File: src/rtl/router_fsm_nch_if.sv
// Signal bundle between the router input stage and the N-channel control FSM.
// The master side is the surrounding datapath; the slave side is the FSM.
interface router_fsm_nch_if #(
  parameter int unsigned NUM_CH = 3,
  parameter int unsigned ADDR_W = 2
);
  logic              pkt_valid;
  logic [ADDR_W-1:0] data_in;
  logic              parity_done;
  logic              low_pkt_valid;
  logic              fifo_full;
  logic [NUM_CH-1:0] fifo_empty;
  logic [NUM_CH-1:0] sft_rst;

  logic [NUM_CH-1:0] dest_sel;
  logic              busy;
  logic              detect_add;
  logic              lfd_state;
  logic              ld_state;
  logic              laf_state;
  logic              full_state;
  logic              write_enb_reg;
  logic              rst_int_reg;
  logic              drop_state;
  logic              addr_err;
  logic              wait_timeout;

  modport master (
    output pkt_valid, data_in, parity_done, low_pkt_valid, fifo_full,
           fifo_empty, sft_rst,
    input  dest_sel, busy, detect_add, lfd_state, ld_state, laf_state,
           full_state, write_enb_reg, rst_int_reg, drop_state, addr_err,
           wait_timeout
  );

  modport slave (
    input  pkt_valid, data_in, parity_done, low_pkt_valid, fifo_full,
           fifo_empty, sft_rst,
    output dest_sel, busy, detect_add, lfd_state, ld_state, laf_state,
           full_state, write_enb_reg, rst_int_reg, drop_state, addr_err,
           wait_timeout
  );
endinterface

File: src/rtl/router_fsm_nch.sv
// Router input-side control FSM for NUM_CH output channels: decodes the header
// address, sequences header/payload/parity writes, handles FIFO-full stalls,
// soft resets, invalid addresses and a bounded wait for a busy destination.
module router_fsm_nch #(
  parameter int unsigned NUM_CH   = 3,
  parameter int unsigned ADDR_W   = 2,
  parameter int unsigned WAIT_MAX = 16
) (
  input  logic               clk,
  input  logic               rstn,
  router_fsm_nch_if.slave    bus
);

  localparam logic [3:0] DECODE_ADDR        = 4'd0;
  localparam logic [3:0] LOAD_FIRST_DATA    = 4'd1;
  localparam logic [3:0] LOAD_DATA          = 4'd2;
  localparam logic [3:0] LOAD_PARITY        = 4'd3;
  localparam logic [3:0] CHECK_PARITY_ERROR = 4'd4;
  localparam logic [3:0] FIFO_FULL_STATE    = 4'd5;
  localparam logic [3:0] LOAD_AFTER_FULL    = 4'd6;
  localparam logic [3:0] WAIT_TILL_EMPTY    = 4'd7;
  localparam logic [3:0] DROP_PKT           = 4'd8;

  localparam int unsigned    CNT_W    = (WAIT_MAX > 1) ? $clog2(WAIT_MAX) : 1;
  localparam logic [CNT_W-1:0] CNT_LAST = CNT_W'(WAIT_MAX - 1);

  logic [3:0]        state, next_state;
  logic [NUM_CH-1:0] dest_q, dest_d;
  logic [NUM_CH-1:0] hdr_onehot;
  logic [CNT_W-1:0]  wait_cnt, wait_cnt_d;
  logic              addr_ok;
  logic              hdr_empty;
  logic              sel_empty;
  logic              sel_sft;
  logic              addr_err_c;
  logic              timeout_c;

  // Header address decode; the latched one-hot destination doubles as the
  // channel selector, so no out-of-range indexing ever happens.
  always_comb begin
    hdr_onehot = '0;
    addr_ok    = 1'b0;
    for (int unsigned i = 0; i < NUM_CH; i++) begin
      if (bus.data_in == ADDR_W'(i)) begin
        hdr_onehot[i] = 1'b1;
        addr_ok       = 1'b1;
      end
    end
    hdr_empty = |(hdr_onehot & bus.fifo_empty);
    sel_empty = |(dest_q & bus.fifo_empty);
    sel_sft   = |(dest_q & bus.sft_rst);
  end

  // Next-state, destination, wait counter and event pulses.
  always_comb begin
    next_state = state;
    dest_d     = dest_q;
    wait_cnt_d = wait_cnt;
    addr_err_c = 1'b0;
    timeout_c  = 1'b0;
    case (state)
      DECODE_ADDR: begin
        if (bus.pkt_valid) begin
          dest_d = hdr_onehot;
          if (!addr_ok) begin
            next_state = DROP_PKT;
            addr_err_c = 1'b1;
          end else if (hdr_empty) begin
            next_state = LOAD_FIRST_DATA;
          end else begin
            next_state = WAIT_TILL_EMPTY;
            wait_cnt_d = '0;
          end
        end
      end
      LOAD_FIRST_DATA: next_state = LOAD_DATA;
      LOAD_DATA: begin
        if (bus.fifo_full)       next_state = FIFO_FULL_STATE;
        else if (!bus.pkt_valid) next_state = LOAD_PARITY;
      end
      FIFO_FULL_STATE: begin
        if (!bus.fifo_full) next_state = LOAD_AFTER_FULL;
      end
      LOAD_AFTER_FULL: begin
        if (bus.parity_done)        next_state = DECODE_ADDR;
        else if (bus.low_pkt_valid) next_state = LOAD_PARITY;
        else                        next_state = LOAD_DATA;
      end
      LOAD_PARITY: next_state = CHECK_PARITY_ERROR;
      CHECK_PARITY_ERROR: begin
        next_state = bus.fifo_full ? FIFO_FULL_STATE : DECODE_ADDR;
      end
      WAIT_TILL_EMPTY: begin
        if (sel_empty) begin
          next_state = LOAD_FIRST_DATA;
        end else if (wait_cnt == CNT_LAST) begin
          next_state = DROP_PKT;
          timeout_c  = 1'b1;
        end else begin
          wait_cnt_d = wait_cnt + 1'b1;
        end
      end
      DROP_PKT: begin
        if (!bus.pkt_valid) next_state = DECODE_ADDR;
      end
      default: next_state = DECODE_ADDR;
    endcase

    // Soft reset of the selected channel overrides every other transition,
    // including a pending timeout, so that pulse is suppressed as well.
    if (state != DECODE_ADDR && state != DROP_PKT && sel_sft) begin
      next_state = DECODE_ADDR;
      timeout_c  = 1'b0;
    end

    if (next_state == DECODE_ADDR) dest_d = '0;
  end

  // State, destination and wait counter registers.
  always_ff @(posedge clk or negedge rstn) begin
    if (!rstn) begin
      state    <= DECODE_ADDR;
      dest_q   <= '0;
      wait_cnt <= '0;
    end else begin
      state    <= next_state;
      dest_q   <= dest_d;
      wait_cnt <= wait_cnt_d;
    end
  end

  assign bus.dest_sel      = dest_q;
  assign bus.detect_add    = (state == DECODE_ADDR);
  assign bus.lfd_state     = (state == LOAD_FIRST_DATA);
  assign bus.ld_state      = (state == LOAD_DATA);
  assign bus.laf_state     = (state == LOAD_AFTER_FULL);
  assign bus.full_state    = (state == FIFO_FULL_STATE);
  assign bus.drop_state    = (state == DROP_PKT);
  assign bus.write_enb_reg = (state == LOAD_DATA) || (state == LOAD_PARITY) ||
                             (state == LOAD_AFTER_FULL);
  assign bus.rst_int_reg   = (state == CHECK_PARITY_ERROR);
  assign bus.busy          = !((state == DECODE_ADDR) || (state == LOAD_DATA) ||
                               (state == DROP_PKT));
  assign bus.addr_err      = addr_err_c;
  assign bus.wait_timeout  = timeout_c;

endmodule

File: src/flat_wrapper.sv
// flat-port wrapper written by rule: the top's interface ports become plain ports
module router_fsm_nch_flat 
#(
  parameter int unsigned NUM_CH   = 3,
  parameter int unsigned ADDR_W   = 2,
  parameter int unsigned WAIT_MAX = 16
)
  (clk, rstn, bus_pkt_valid, bus_data_in, bus_parity_done, bus_low_pkt_valid, bus_fifo_full, bus_fifo_empty, bus_sft_rst, bus_dest_sel, bus_busy, bus_detect_add, bus_lfd_state, bus_ld_state, bus_laf_state, bus_full_state, bus_write_enb_reg, bus_rst_int_reg, bus_drop_state, bus_addr_err, bus_wait_timeout);
  router_fsm_nch_if #(.NUM_CH(NUM_CH), .ADDR_W(ADDR_W)) bus_i ();
  input  logic clk;
  input  logic rstn;
  input wire logic [$bits(bus_i.pkt_valid)-1:0] bus_pkt_valid;
  input wire logic [$bits(bus_i.data_in)-1:0] bus_data_in;
  input wire logic [$bits(bus_i.parity_done)-1:0] bus_parity_done;
  input wire logic [$bits(bus_i.low_pkt_valid)-1:0] bus_low_pkt_valid;
  input wire logic [$bits(bus_i.fifo_full)-1:0] bus_fifo_full;
  input wire logic [$bits(bus_i.fifo_empty)-1:0] bus_fifo_empty;
  input wire logic [$bits(bus_i.sft_rst)-1:0] bus_sft_rst;
  output wire logic [$bits(bus_i.dest_sel)-1:0] bus_dest_sel;
  output wire logic [$bits(bus_i.busy)-1:0] bus_busy;
  output wire logic [$bits(bus_i.detect_add)-1:0] bus_detect_add;
  output wire logic [$bits(bus_i.lfd_state)-1:0] bus_lfd_state;
  output wire logic [$bits(bus_i.ld_state)-1:0] bus_ld_state;
  output wire logic [$bits(bus_i.laf_state)-1:0] bus_laf_state;
  output wire logic [$bits(bus_i.full_state)-1:0] bus_full_state;
  output wire logic [$bits(bus_i.write_enb_reg)-1:0] bus_write_enb_reg;
  output wire logic [$bits(bus_i.rst_int_reg)-1:0] bus_rst_int_reg;
  output wire logic [$bits(bus_i.drop_state)-1:0] bus_drop_state;
  output wire logic [$bits(bus_i.addr_err)-1:0] bus_addr_err;
  output wire logic [$bits(bus_i.wait_timeout)-1:0] bus_wait_timeout;
  assign bus_i.pkt_valid = bus_pkt_valid;
  assign bus_i.data_in = bus_data_in;
  assign bus_i.parity_done = bus_parity_done;
  assign bus_i.low_pkt_valid = bus_low_pkt_valid;
  assign bus_i.fifo_full = bus_fifo_full;
  assign bus_i.fifo_empty = bus_fifo_empty;
  assign bus_i.sft_rst = bus_sft_rst;
  assign bus_dest_sel = bus_i.dest_sel;
  assign bus_busy = bus_i.busy;
  assign bus_detect_add = bus_i.detect_add;
  assign bus_lfd_state = bus_i.lfd_state;
  assign bus_ld_state = bus_i.ld_state;
  assign bus_laf_state = bus_i.laf_state;
  assign bus_full_state = bus_i.full_state;
  assign bus_write_enb_reg = bus_i.write_enb_reg;
  assign bus_rst_int_reg = bus_i.rst_int_reg;
  assign bus_drop_state = bus_i.drop_state;
  assign bus_addr_err = bus_i.addr_err;
  assign bus_wait_timeout = bus_i.wait_timeout;
  router_fsm_nch #(.NUM_CH(NUM_CH), .ADDR_W(ADDR_W), .WAIT_MAX(WAIT_MAX)) u_core (.clk(clk), .rstn(rstn), .bus(bus_i));
endmodule
File: config.mk
export PLATFORM = sky130hd
export DESIGN_NAME = router_fsm_nch_flat
export DESIGN_NICKNAME = d
export VERILOG_FILES = /design/src/rtl/router_fsm_nch_if.sv /design/src/rtl/router_fsm_nch.sv /design/src/flat_wrapper.sv
export SDC_FILE = /design/constraint.sdc
export NUM_CORES = 1
export LEC_CHECK = 0
export BUFFER_PORTS_ARGS = -buffer_cell sky130_fd_sc_hd__clkbuf_2
export CAP_MARGIN = 0
export CORE_MARGIN = 1
export CORE_UTILIZATION = 45
export DETAILED_ROUTE_END_ITERATION = 8
export PLACE_DENSITY = 0.74
export RECOVER_POWER = 100
export SETUP_SLACK_MARGIN = 0.1
export SLEW_MARGIN = 40
export SYNTH_ARGS = -nofsm -noshare
export SYNTH_HDL_FRONTEND = slang
export SYNTH_SLANG_ARGS = --single-unit
File: constraint.sdc
create_clock -name clk -period 1.6 [get_ports clk]
set_input_delay 0.32 -clock clk [delete_from_list [all_inputs] [get_ports clk]]
set_output_delay 0.32 -clock clk [all_outputs]
set_load 0.02 [all_outputs]
==> impl_results.md, run 1 <==
* Drt total wl at slightly below 5 mm
* H-tree depth at 1
* Leak at approximately 0.83 nW
* Area share of fa/ha/maj cells after synthesis at 1.36%
* Worst reg-to-reg path cell count at 7
* Reg2reg end: u_core.bus.dest_sel[0]
* Post-synth cell types at 44
* Mux cell area share after synthesis at 4.48%
* GR Overflow Total at 0
* Delay-heaviest family, CP: compound AO/OA/AOI/OAI gates
* Outcome: finished, violations left
* # port buffers at 27
* Largest family of logic cells by synthesized area: simple AND/OR/NAND/NOR gates
* Simple-gate portion of the synthesized area at approximately a third
* Top cells by area, synth: dfrtp_1 (30%), nor2_1 (5.3%), nor3_1 (4.9%)
* Layout cells sized above 1 at 60.0%
* Nets at roughly 200
* CP startpoint kind: flop
* Power density over cell area at slightly below 2000 mW/mm2
* Compound-Gate Fraction of Synth Area at 20.2%
* Via count at ~1,400
* Synthesized cell area at ~920 um2
* Die Area at roughly 0.0022 mm2
* XOR/XNOR Fraction of Synth Area at less than 1%
* Starting Density at a little under half
* Total CTS buffers at 3
* CP max stage cell: dfrtp_2
* Area growth, synth to finish at 92.7%
* Post-route setup slack at -0.497 ns
* Ys Warns at 0
* Crit path required time at 1.72 ns
* RSZ-0062 raised after global routing: yes
* Ys flop type: dfrtp_1
* First-pass GRT wire length at 5.29 mm
* Worst-Skew Late Latency at 0.28 ns
* Core area at 0.00194 mm2
* Clk_skew at around 0.0027 ns
* Worst slack at placement at -0.119 ns
* Die span in y at ~47 um
* Routability cong. at between 0.8 and 0.9
* Synthesized area per cell at slightly below 9 um2
* Seq/Total Area, Yosys at 29.9%
* Initial antenna violation count at 0
* Cell Chain, Critical Path: a222oi_1 -> buf_4 -> buf_6 -> a21boi_4 -> o211ai_1 -> nor4_4 -> nor3_1
* Area of the multi-input gates at around 720 um2
* Layout fillers at 77
* Vias in the first global route at 1,126
* Standard-cell rows at 16
* Post-synth top area share at 29.9%
* Die Wd at about 47 um
* DRC at 0
* All-layer global routing usage at 35.1%
* Worst path bufs/invs at 2
* CTS root buf: clkbuf_4
* Routed vias/inst at between 6 and 7
* DRT Pass-1 Iters at 5
* Most common cell after layout, fill and taps aside: buf_4
* IR drop worst, VDD at around 0.0014 V
* Rel. slew slack at 50.5%
* CTS clk-pin slew, worst paths at about 0.07 ns
* Number of synthesized register bits at 11
* Reg area at 282 um2
* Tcrit/Tclk final at 131%
* DRT iter0 DRCs at around 110
* Slew @ Worst Pin at 0.740 ns
* Inst Count DP at 186
* Fin crit period at approximately 2.1 ns
* Pin count of the biggest net entering global routing at 12
* Most frequent cells in the layout: buf_4 (34), buf_6 (25), clkbuf_2 (12)
* Crit end category: flop
* Non-Filler Instances at ~210
* # diodes at 0
* Post-synth EDFFs at 0
* Final hold violation count at 0
* CTS tree: yes
* CP max stage delay at roughly 0.43 ns
* Ys async rst share at 100%
* CP Class: reg2reg
* Synth area leader: dfrtp_1
* Critical path arrival at approximately 2.2 ns
* Clock Sinks at 11
* Violated checks: setup timing
* Final total power at roughly 3.5 mW
* Worst min path class: in2async
* DP HPWL at approximately 2.0 mm
* Clock Tree Buf Depth at 2
* Crit Path Max Fanout at 3
* Launching point of the worst reg2reg path: u_core.bus.dest_sel[0]
* Final core utilization at between 90% and 100%
* # setup viols final at 22
* Syn Inst Count at 106
* Max-slew violation count at 0
* Routed WL per cell at approximately 23 um
* IO Count at 28
* Max-cap check violation count at 0
* Max Fclk at roughly 480 MHz
* Reg-to-reg setup timing slack at -0.50 ns
* Syn Nets at 121
* DRT antenna net count at 0
## repair_timing
item,4_1_cts,5_1_grt
hold buffers,1,0
setup buffers,14,7
gates resized for setup,45,34
endpoints found under the hold margin,11,0
pin swaps,15,9
gates cloned,1,0
setup endpoints to repair,21,22
## metrics by stage
step / hold WS [ns] / setup TNS, ns / cell area [um2]
2_1_floorplan: 0.0244 / -0.184 / 961
3_3_place_gp: 0.199 / -0.232 / 1310
3_5_place_dp: 0.211 / -0.598 / 1310
4_1_cts: 0.458 / -2.77 / 1640
5_1_grt: 0.594 / -6.28 / 1780
6_report: 0.555 / -5.99 / 1780
## synth_stat cells (2+ instances only)
library cell	number
a21oi_1	7
a22oi_1	2
buf_4	3
buf_6	3
dfrtp_1	11
inv_1	5
mux2i_1	3
nand2_1	5
nand2b_1	4
nand3_1	3
nor2_1	13
nor2b_1	3
nor3_1	9
nor3b_1	3
o211ai_1	2
o21ai_0	2
## worst reg2reg max path: stages (launching register included)
cell	delay, ns
dfrtp_2	0.43
a222oi_1	0.41
buf_4	0.20
buf_6	0.11
a21boi_4	0.18
o211ai_1	0.22
nor4_4	0.26
nor3_1	0.13
## final cells by class
type	count	area share, %
Timing Repair Buffer	81	39.1
Multi-Input combinational cell	84	40.5
Inverter	5	1.20
Tap cell	27	1.90
Sequential cell	11	15.8
Clock buffer	4	1.48
## registers in the layout, summed over array words and instances, names as in the netlist
register,count
u_core.wait_cnt,4
u_core.bus.dest_sel,3
u_core.state,4
## report_power, final
group          internal, mW  switching [mW]
registers             0.377           0.126
clock network        0.0969           0.104
logic                  1.39            1.37
## how the worst max path moves through the flow
stage                                 from                endpoint  slack (ns)  cells after the start
detailed placement       bus_fifo_empty[0]         u_core.state[0]       -0.12                      8
global placement         bus_fifo_empty[0]        bus_wait_timeout       -0.05                      6
global route        u_core.bus.dest_sel[0]  u_core.bus.dest_sel[0]       -0.48                      7
CTS                 u_core.bus.dest_sel[0]        bus_wait_timeout       -0.25                      5
floorplan                  u_core.state[3]            bus_addr_err       -0.08                      4
finish              u_core.bus.dest_sel[0]  u_core.bus.dest_sel[0]       -0.50                      7
## cell families after synthesis
| kind of cell | count (synthesis) |
|---|---|
| adder cells (fa/ha/maj) | 1 |
| XOR/XNOR | 1 |
| multiplexers | 4 |
| flip-flops | 11 |
| AO/OA/AOI/OAI | 25 |
| buffers and inverters | 11 |
| AND/OR/NAND/NOR | 53 |
## layer usage
layer | wire (um) | global-route usage (%)
met1 | 1770 | 44.2
met2 | 2360 | 60.8
met3 | 488 | 3.46
met4 | 308 | 14.3
met5 | 0 | 0
Note: power is estimated with default switching activity, not from simulation.
==> run 2, diff against run 1 <==
--- a/config.mk
+++ b/config.mk
@@ -5,7 +5,7 @@
 export SDC_FILE = /design/constraint.sdc
 export NUM_CORES = 1
 export LEC_CHECK = 0
-export BUFFER_PORTS_ARGS = -buffer_cell sky130_fd_sc_hd__clkbuf_2
+export BUFFER_PORTS_ARGS = -buffer_cell sky130_fd_sc_hd__buf_2
 export CAP_MARGIN = 0
 export CORE_MARGIN = 1
 export CORE_UTILIZATION = 45
==> run 2 against run 1 <==
The run still ends with setup timing left; global-route usage decreased by 1.3 points; sequential share of layout area increased by 1.3 points; routed wire length decreased by 17%; power decreased by 14%; register-to-register slack improved by 0.16 ns; sequential cell count unchanged; design area decreased by 7.7%; first-iteration DRC count decreased by 16%; via count decreased by 11%; count of clock-buffer cells in the layout decreased by 1; largest power group unchanged.
==> impl_results.md, run 2 (synthesis results as in run 1) <==
* Outcome: finished, violations left
* Violated checks: setup timing
* Power density over cell area at roughly 1800 mW/mm2
* Min Hold Slack at about 0.54 ns
* DP HPWL at 1.96 mm
* Crit Path Max Fanout at 4
* Routed vias/inst at roughly 6.2
* DRT iter0 DRCs at slightly below 90
* Layout fillers at 90
* Reg2reg end: u_core.bus.dest_sel[1]
* Crit path required time at about 1.8 ns
* Critical path arrival at ~2.1 ns
* Hold path cells at 4
* Drt total wl at ~4.1 mm
* Reg-to-reg setup timing slack at -0.33 ns
* Routability cong. at 0.882
* Die Wd at around 47 um
* Clock Tree Buf Depth at 2
* Hold path start: bus_data_in[1]
* Worst min path class: in2reg
* Leak at 0.721 nW
* Total CTS buffers at 3
* Worst reg-to-reg path cell count at 6
* Vias in the first global route at approximately 1,100
* Starting Density at a little under half
* DRC at 0
* Max-slew violation count at 0
* Max-cap check violation count at 0
* Routed WL per cell at roughly 21 um
* Crit end category: flop
* CP startpoint kind: flop
* # diodes at 0
* Die Area at between 0.002 and 0.0025 mm2
* Worst-Skew Late Latency at approximately 0.27 ns
* Setup TNS at -3.49 ns
* Final hold violation count at 0
* Area growth, synth to finish at 77.9%
* Die span in y at around 47 um
* Initial antenna violation count at 0
* # setup viols final at 22
* Clk_skew at about 0.0050 ns
* Nets at around 190
* Tcrit/Tclk final at 121%
* CTS clk-pin slew, worst paths at about 0.070 ns
* DRT antenna net count at 0
* GR Overflow Total at 0
* Launching point of the worst reg2reg path: u_core.state[1]
* DRT Pass-1 Iters at 7
* RSZ-0062 raised after global routing: yes
* CTS root buf: clkbuf_4
* Layout cells sized above 1 at 56.2%
* Most common cell after layout, fill and taps aside: buf_4
* Hold Path Sink: u_core.bus.dest_sel[0]
* Most frequent cells in the layout: buf_4 (25), buf_6 (20), buf_2 (12)
* All-layer global routing usage at between 30% and 40%
* CP Class: reg2reg
* Pin count of the biggest net entering global routing at 12
* Clock Sinks at 11
* # port buffers at 27
* IO Count at 28
* Final core utilization at between 80% and 90%
* CTS tree: yes
* Slew @ Worst Pin at around 0.64 ns
* Fin crit period at around 1.9 ns
* H-tree depth at 1
* Rel. slew slack at between 50% and 60%
* Max Fclk at between 500 and 600 MHz
* Standard-cell rows at 16
* Post-route setup slack at -0.334 ns
* IR drop worst, VDD at 0.00122 V
* Core area at a little under 0.002 mm2
* Via count at 1,221
* First-pass GRT wire length at 5.06 mm
run 2: cell count changes in the layout (fill, tap and decap cells not counted), sizes merged:
cell	delta
buf	-2
clkbuf	-15
clkinv	+1
run 2: area by class of cell:
type | instances | area (um2) | share of cell area, %
timing repair buffer | 65 | 548 | 33.4
inverter | 5 | 26.3 | 1.60
multi-input combinational | 84 | 723 | 44.1
tap | 27 | 33.8 | 2.06
sequential | 11 | 282 | 17.2
clock inverter | 1 | 5.00 | 0.305
clock buffer | 3 | 22.5 | 1.37
run 2: timing repair:
item,in CTS,in global routing
resized for setup,48,18
gates cloned,0,0
endpoints found under the setup margin,21,22
endpoints found under the hold margin,11,0
pin swaps,10,10
setup buffers,8,4
hold buffers,1,0
run 2: worst max-delay path by stage:
stage	slack, ns	to	cells after the start	startpoint
after detailed placement	-0.10	bus_wait_timeout	6	bus_fifo_empty[0]
after floorplan	-0.08	bus_addr_err	4	u_core.state[3]
after CTS	-0.24	bus_wait_timeout	5	u_core.bus.dest_sel[0]
after global placement	-0.06	bus_wait_timeout	6	bus_fifo_empty[0]
after global routing	-0.59	u_core.bus.dest_sel[1]	6	u_core.state[1]
final	-0.33	u_core.bus.dest_sel[1]	6	u_core.state[1]
run 2: power breakdown:
group | switching, mW | internal (mW)
Combinational | 1.20 | 1.11
Sequential | 0.121 | 0.375
Clock | 0.0938 | 0.0925
run 2: per-layer routing:
| layer | routed length [um] | GRT usage (%) |
|---|---|---|
| met1 | 1390 | 36.8 |
| met2 | 2040 | 58.9 |
| met3 | 422 | 8.85 |
| met4 | 217 | 18.9 |
| met5 | 0 | 0 |
run 2: metrics by stage:
step	std cells	setup slack [ns]	power, mW	instance area, um2
floorplan	106	-0.0825	1.44	961
global placement	179	-0.0559	1.92	1270
detailed placement	179	-0.102	1.96	1270
CTS	192	-0.239	2.58	1540
global route	196	-0.587	3.15	1640
finish	196	-0.334	2.99	1640
run 2: critical path: stages, from the launching register on:
cell and delay [ns]:
dfrtp_1 0.46, buf_6 0.17, nor4b_4 0.39, nand2b_4 0.14, nor3b_1 0.35, a21oi_1 0.14, nor3_1 0.20
==> run 3, diff against run 2 <==
--- a/config.mk
+++ b/config.mk
@@ -10,10 +10,9 @@
 export CORE_MARGIN = 1
 export CORE_UTILIZATION = 45
 export DETAILED_ROUTE_END_ITERATION = 8
-export PLACE_DENSITY = 0.74
+export PLACE_DENSITY = 0.79
 export RECOVER_POWER = 100
 export SETUP_SLACK_MARGIN = 0.1
-export SLEW_MARGIN = 40
 export SYNTH_ARGS = -nofsm -noshare
 export SYNTH_HDL_FRONTEND = slang
 export SYNTH_SLANG_ARGS = --single-unit
==> run 3 against run 2 <==
The run still ends with setup timing left; non-clock buffer count grew 4; via count unchanged; count of clock-buffer cells in the layout is the same; hold slack got worse by 0.035 ns; setup slack got worse by 0.043 ns; power rose by 3.6%; critical endpoint is now u_core.state[0]; critical path type unchanged; sequential power is 3% higher; clock power rose by 3%; sequential share of layout area down 0.32 points; register-to-register slack worse by 0.04 ns; design area grew 2.4%.
==> impl_results.md, run 3 (synthesis results as in run 1) <==
* Most common cell after layout, fill and taps aside: buf_4
* Nets at 189
* Hold path start: bus_data_in[1]
* IR drop worst, VDD at between 0.001 and 0.0015 V
* Total CTS buffers at 3
* Most frequent cells in the layout: buf_4 (28), buf_6 (20), buf_2 (13)
* Power density over cell area at 1850 mW/mm2
* Clock Sinks at 11
* # diodes at 0
* CTS tree: yes
* DRT antenna net count at 0
* DRC at 0
* Die span in y at ~47 um
* # setup viols final at 21
* Launching point of the worst reg2reg path: u_core.state[2]
* CP Class: reg2reg
* Via count at roughly 1,200
* Crit Path Max Fanout at 5
* DRT Pass-1 Iters at 4
* Reg-to-reg setup timing slack at -0.38 ns
* Max-slew violation count at 0
* Worst-Skew Late Latency at 0.28 ns
* Crit end category: flop
* Routed vias/inst at around 6.1
* Tcrit/Tclk final at 124%
* Drt total wl at 4.04 mm
* Critical path arrival at 2.16 ns
* DRT iter0 DRCs at 31
* Setup TNS at -3.71 ns
* Die Area at approximately 0.0022 mm2
* GR Overflow Total at 0
* Vias in the first global route at around 990
* Worst slack at placement at -0.115 ns
* Hold Path Sink: u_core.bus.dest_sel[1]
* Max Fclk at just over 500 MHz
* Worst min path class: in2reg
* Reg2reg end: u_core.state[0]
* # port buffers at 27
* Rel. slew slack at approximately 61%
* First-pass GRT wire length at 4.46 mm
* Outcome: finished, violations left
* H-tree depth at 1
* Starting Density at a little under half
* Core area at between 0.0015 and 0.002 mm2
* Pin count of the biggest net entering global routing at 12
* Standard-cell rows at 16
* Fin crit period at a little under 2 ns
* Routability cong. at between 0.7 and 0.8
* Die Wd at ~47 um
* Min Hold Slack at around 0.50 ns
* Max-cap check violation count at 0
* Final total power at 3.10 mW
* Area growth, synth to finish at 82.1%
* Worst reg-to-reg path cell count at 8
* Leak at 0.750 nW
* RSZ-0062 raised after global routing: yes
* Clock Tree Buf Depth at 2
* CP startpoint kind: flop
* CTS root buf: clkbuf_4
* Slew @ Worst Pin at around 0.59 ns
* All-layer global routing usage at 29.1%
* Final hold violation count at 0
* Clk_skew at approximately 0.0023 ns
* Layout cells sized above 1 at 59.0%
* CTS clk-pin slew, worst paths at 0.07 ns
* Initial antenna violation count at 0
* Hold path cells at 4
* Post-route setup slack at -0.378 ns
* Violated checks: setup timing
* Crit path required time at around 1.8 ns
* Routed WL per cell at 20.2 um
* DP HPWL at 2.00 mm
* IO Count at 28
-- run 3: changes by cell type in the layout (fill, tap and decap cells not counted), sizes merged --
cell,delta
buf,+4
-- run 3: worst max path at each step --
stage | start | end | slack, ns | cells past startpoint
after global routing | u_core.state[2] | u_core.state[0] | -0.45 | 8
final | u_core.state[2] | u_core.state[0] | -0.38 | 8
after detailed placement | bus_fifo_empty[0] | u_core.bus.dest_sel[2] | -0.11 | 7
after CTS | u_core.bus.dest_sel[0] | bus_wait_timeout | -0.25 | 5
after global placement | u_core.state[1] | u_core.wait_cnt[2] | -0.07 | 5
after floorplan | u_core.state[3] | bus_addr_err | -0.08 | 4
-- run 3: timing repair --
item,CTS,global route
setup buffers,12,7
pin swaps,7,11
endpoints found under the setup margin,21,22
hold buffers,1,0
cloned,1,0
resized for setup,34,33
endpoints found under the hold margin,11,0
-- run 3: report_power, final --
group	internal [mW]	switching [mW]
Sequential	0.377	0.135
Clock	0.0929	0.0991
Combinational	1.18	1.22
-- run 3: metrics by stage --
stage	utilization [%]	area, um2	instances
4_1_cts	76.7	1490	193
2_1_floorplan	-	961	106
3_3_place_gp	64.0	1240	176
5_1_grt	86.5	1680	200
6_report	86.5	1680	200
3_5_place_dp	64.0	1240	176
-- run 3: metal layers --
metal	wire length (um)	share of wire [%]	global-route usage, %	up-vias
met5	0	0	0	-
met4	193	4.8	14.3	0
met3	253	6.3	3.46	22
met2	2070	51	52.1	66
met1	1520	38	33.9	607
li1	-	-	-	526
-- run 3: cell type report --
class / instances / area (um2)
multi-input combinational: 84 / 733
clock inverter: 1 / 5.00
sequential: 11 / 283
clock buffer: 3 / 22.5
tap: 27 / 33.8
timing repair buffer: 69 / 581
inverter: 5 / 21.3
fill: 94 / 263
-- run 3: critical path, stage by stage, from the launching register on --
cell and delay (ns):
dfrtp_2 0.47, buf_6 0.15, buf_6 0.12, nor3b_1 0.32, o21ai_0 0.21, o211ai_1 0.22, buf_4 0.20, nor2_4 0.04
nor2_1 0.17
